$ cat config.mk
export PLATFORM = sky130hd
export DESIGN_NAME = morse_sym_ctrl
export DESIGN_NICKNAME = d
export VERILOG_FILES = /design/src/rtl/morse_sym_ctrl.sv
export SDC_FILE = /design/constraint.sdc
export NUM_CORES = 1
export LEC_CHECK = 0
export CORE_AREA = 2 2 76 78
export DETAILED_ROUTE_END_ITERATION = 10
export DIE_AREA = 0 0 78 80
export SLEW_MARGIN = 20
export SYNTH_ARGS = -nofsm -noshare
export SYNTH_HDL_FRONTEND = slang
export SYNTH_SLANG_ARGS = --single-unit
$ cat constraint.sdc
create_clock -name clk -period 2.1 [get_ports clk]
set_input_delay 0.315 -clock clk [delete_from_list [all_inputs] [get_ports clk]]
set_output_delay 0.315 -clock clk [all_outputs]
set_load 0.02 [all_outputs]
$ cat src/rtl/morse_sym_ctrl.sv
// Morse keying controller: times key presses, classifies each as dot or dash,
// assembles up to MAXSYM elements per letter and presents the finished letter
// over a valid/ready handshake once a letter gap has elapsed.
//
// Handshake: sym_valid rises on entry to HOLD and stays high, with sym_bits,
// sym_len and sym_ovf frozen, until the first rising edge where sym_ready=1;
// that edge is the accept edge, after which sym_valid is 0.
// sym_ready is ignored whenever sym_valid is 0.
module morse_sym_ctrl #(
   parameter int DOT_MAX = 4,
   parameter int GAP_CYC = 8,
   parameter int MAXSYM  = 6,
   parameter int CW      = 16,
   parameter int LW      = $clog2(MAXSYM + 1)
) (
   input  logic              clk,
   input  logic              nrst,
   input  logic              key_in,
   input  logic              sym_ready,
   output logic              sym_valid,
   output logic [MAXSYM-1:0] sym_bits,
   output logic [LW-1:0]     sym_len,
   output logic              sym_ovf,
   output logic              busy,
   output logic [1:0]        dbg_state
);

   typedef enum logic [1:0] {
      IDLE  = 2'd0,
      PRESS = 2'd1,
      GAP   = 2'd2,
      HOLD  = 2'd3
   } state_t;

   state_t            state;
   logic [CW-1:0]     cnt;
   logic [MAXSYM-1:0] bits;
   logic [LW-1:0]     len;
   logic              ovf;

   localparam logic [CW-1:0] CNT_MAX  = {CW{1'b1}};
   localparam logic [CW-1:0] DOT_LIM  = CW'(DOT_MAX);
   localparam logic [CW-1:0] GAP_LAST = CW'(GAP_CYC - 1);
   localparam logic [LW-1:0] LEN_MAX  = LW'(MAXSYM);

   // Status is decoded straight from the state register.
   always_comb begin
      busy      = (state != IDLE);
      dbg_state = state;
   end

   // Letter assembly FSM with registered letter outputs; the internal
   // bits/len/ovf are copied to the outputs only when the letter is presented.
   always_ff @(posedge clk or negedge nrst) begin
      if (!nrst) begin
         state     <= IDLE;
         cnt       <= '0;
         bits      <= '0;
         len       <= '0;
         ovf       <= 1'b0;
         sym_valid <= 1'b0;
         sym_bits  <= '0;
         sym_len   <= '0;
         sym_ovf   <= 1'b0;
      end else begin
         case (state)
            IDLE: begin
               if (key_in) begin
                  state <= PRESS;
                  cnt   <= CW'(1);
               end
            end
            PRESS: begin
               if (key_in) begin
                  // Saturate so an over-long press stays a dash.
                  if (cnt != CNT_MAX) cnt <= cnt + CW'(1);
               end else begin
                  if (len < LEN_MAX) begin
                     bits[len] <= (cnt > DOT_LIM);
                     len       <= len + LW'(1);
                  end else begin
                     ovf <= 1'b1;
                  end
                  state <= GAP;
                  cnt   <= CW'(1);
               end
            end
            GAP: begin
               // A press on the terminal gap cycle continues the letter.
               if (key_in) begin
                  state <= PRESS;
                  cnt   <= CW'(1);
               end else if (cnt == GAP_LAST) begin
                  state     <= HOLD;
                  sym_valid <= 1'b1;
                  sym_bits  <= bits;
                  sym_len   <= len;
                  sym_ovf   <= ovf;
               end else begin
                  cnt <= cnt + CW'(1);
               end
            end
            HOLD: begin
               if (sym_ready) begin
                  state     <= IDLE;
                  cnt       <= '0;
                  bits      <= '0;
                  len       <= '0;
                  ovf       <= 1'b0;
                  sym_valid <= 1'b0;
                  sym_bits  <= '0;
                  sym_len   <= '0;
                  sym_ovf   <= 1'b0;
               end
            end
            default: state <= IDLE;
         endcase
      end
   end

endmodule

==> run summary <==
Power Density -> 891 nW/um^2
CP Capture Type -> output port
top sig layer -> met4
wl on met1 -> 2.36 mm
mapped cell area -> 2180 sq um
slew margin rel. -> 52.1%
wire length on met3 -> 217 microns
setup violators final -> 0
CP Data Required Time -> 1.78 ns
filler cell count -> 520
first-pass GRT wire length -> 8.31 mm
H-tree levels -> 2
Inst Count DP -> 324
crit path from -> dbg_state[1]
hold slack -> 0.0650 ns
die span in y -> 80 microns
Net Sw Power -> 0.000921 W
area of the multi-input gates -> 1140 sq um
Hold Buf Count CTS -> 0
CP peak stage delay -> 0.61 ns
Reg power frac -> 40.5%
initial antenna violation count -> 0
boundary pin count -> 18
largest net degree at the start of global routing -> 40
Gate power share -> 38.7%
ANT cells -> 0
Clk pwr share -> 20.8%
CP Launch Type -> register
max cap viols -> 0
ys async rst share -> 100%
Final Slew Violations -> 0
Worst-Margin Slew -> 0.717 ns
CP Cell Sequence -> buf_4 -> clkdlybuf4s50_1
Worst Path Max Fanout -> 10
Leak -> 1.13 nW
Core ar. -> 5410 sq um
final hold vios -> 0
CTS Sinks -> 39
YS warnings -> 0
Crit Reg-Reg Startpoint -> cnt[9]
routed via count -> 1755
Layout area overhead -> 22.9%
outcome -> completed
critical path type -> reg -> out
Final ANT Viol Nets -> 0
CP max-delay cell -> clkdlybuf4s50_1
commonest non-fill, non-tap cell in the layout -> dfrtp_1
syn nets -> 226
most frequent cells in the layout -> dfrtp_1 (39), buf_4 (26), nand2_1 (19)
Tot Pwr -> 0.00239 W
GPL Wtd Cong -> 0.901
DRC Markers -> 0
CTS tree -> done
number of global-route vias before repair -> 1684
final setup skew -> 0.00750 ns
Min-Delay Path Class -> in -> async
Register Area -> 976 sq um
routed len/inst -> 14.5 microns
die area -> 6240 sq um
width of the chip -> 78 microns
fraction of layout cells with a size suffix above 1 -> 22.3%
Cell Int Power -> 0.00146 W
switching part of the total -> 38.6%
Avg Cell Area, Syn -> 9.99 sq um
Via density -> 5.29
Total Routed Length -> 4.81 mm
Post-synth EDFFs -> 0
GR Overflow Total -> 0
RSZ-0062 raised after global routing -> no
First-pass DRT Iterations -> 4
initial drt markers -> 81
Period minus WS final -> 2.01 ns
non-filler cells, final -> 332
placement row count -> 27
sequential share of the synthesized area -> 44.8%
CTS clk-pin slew, worst paths -> 0.08 ns
Clock Tree Buf Depth -> 2
Worst VDD drop -> 0.568 mV
CTS buffer count -> 5
later-pin clock latency in the skew report -> 0.30 ns
fmax -> 0.499 GHz
GRT Total Usage -> 17.2%
total negative slack -> 0 ns
HPWL after detailed placement -> 3.49 mm
met2 WL -> 2.14 mm
Cell variety after synth -> 52
cells after synthesis -> 218
Root Driver -> clkbuf_8
PortBufs -> 17
ys flop type -> dfrtp_1
#FFs+latches synth -> 39
Tcrit/Tclk final -> 95.5%
CP arrival -> 1.69 ns
Initial Util -> 40.3%
fin nets -> 267
cell usage after synthesis (3+ instances only):
library cell  instances  area (sq um)
dfrtp_1              39           976
nand2_1              20          75.1
nor2_1               15          56.3
o21ai_0              15          75.1
a22o_1               14           123
a21oi_1              11          55.1
inv_1                 7          26.3
xnor2_1               7          61.3
nand2b_1              6          37.5
o31ai_1               5          37.5
a2111oi_2             4          60.1
buf_2                 4          20.0
clkbuf_1              4          15.0
ha_1                  4          50.1
nand3_1               4          20.0
nor3_1                4          20.0
or2_2                 4          25.0
a211oi_1              3          22.5
a31oi_1               3          18.8
nand2_2               3          18.8
nor2b_1               3          18.8
o41ai_1               3          26.3
or4_1                 3          22.5
flip-flops by register name, summed over array words and instances (netlist names):
register,flops
sym_len,3
bits,6
cnt,16
len,3
dbg_state,2
sym_valid,1
ovf,1
sym_ovf,1
sym_bits,6
what timing repair did:
action | CTS | global route
resized for setup | 1 | 1
endpoints found under the hold margin | 0 | 0
setup endpoints to repair | 2 | 10
setup buffers | 0 | 0
metal layers:
layer	vias to the layer above	global-route usage, %
met2	41	26.3
li1	888	-
met1	817	23.6
met5	-	0
met4	0	7.19
met3	9	3.73
per-stage QoR:
step	area [sq um]	util [%]	worst slack, ns
floorplan	2180	-	0.318
global placement	2580	47.8	-0.0600
detailed placement	2580	47.8	-0.124
CTS	2670	49.5	0.0874
global route	2680	49.5	0.0101
finish	2680	49.5	0.0947
path summary, 6_finish.rpt:
| kind | end | slack [ns] | depth (start not counted) |
|---|---|---|---|
| max in group asynchronous | sym_len[0] | 1.69 | 2 |
| min | len[1] | 0.06 | 2 |
| min reg2reg | sym_bits[4] | 0.50 | 1 |
| max reg2reg | sym_bits[3] | 0.19 | 6 |
| max | dbg_state[1] | 0.09 | 2 |
| min in group clk | sym_bits[4] | 0.50 | 1 |
power by group through the flow:
stage | Sequential [W] | Combinational [W] | Clock (W)
after floorplan | 0.000948 | 0.000636 | 0
after global placement | 0.000980 | 0.000914 | 0
after detailed placement | 0.000980 | 0.000917 | 0
after CTS | 0.000966 | 0.000923 | 0.000511
after global routing | 0.000987 | 0.00104 | 0.000550
final | 0.000966 | 0.000924 | 0.000496
kinds of logic after synthesis:
group,share of synthesized area (%)
multiplexers,0.517
buffers and inverters,3.33
AO/OA/AOI/OAI,25.0
XOR/XNOR,3.22
flip-flops,44.8
adder cells (fa/ha/maj),2.30
AND/OR/NAND/NOR,20.9
critical path: cells and delay by family, from the launching register on:
family | cells | cell delay (ns)
buf+inv | 2 | 0.83
flops | 1 | 0.57
layout make-up:
| type | count | area share [%] |
|---|---|---|
| multi-input cells | 163 | 42.5 |
| inverters | 7 | 0.982 |
| clock buffers | 6 | 2.71 |
| clock inverters | 2 | 0.468 |
| repair buffers | 43 | 13.5 |
| flip-flops and latches | 39 | 36.5 |
| well taps | 72 | 3.37 |
(Power assumes the default switching activity.)
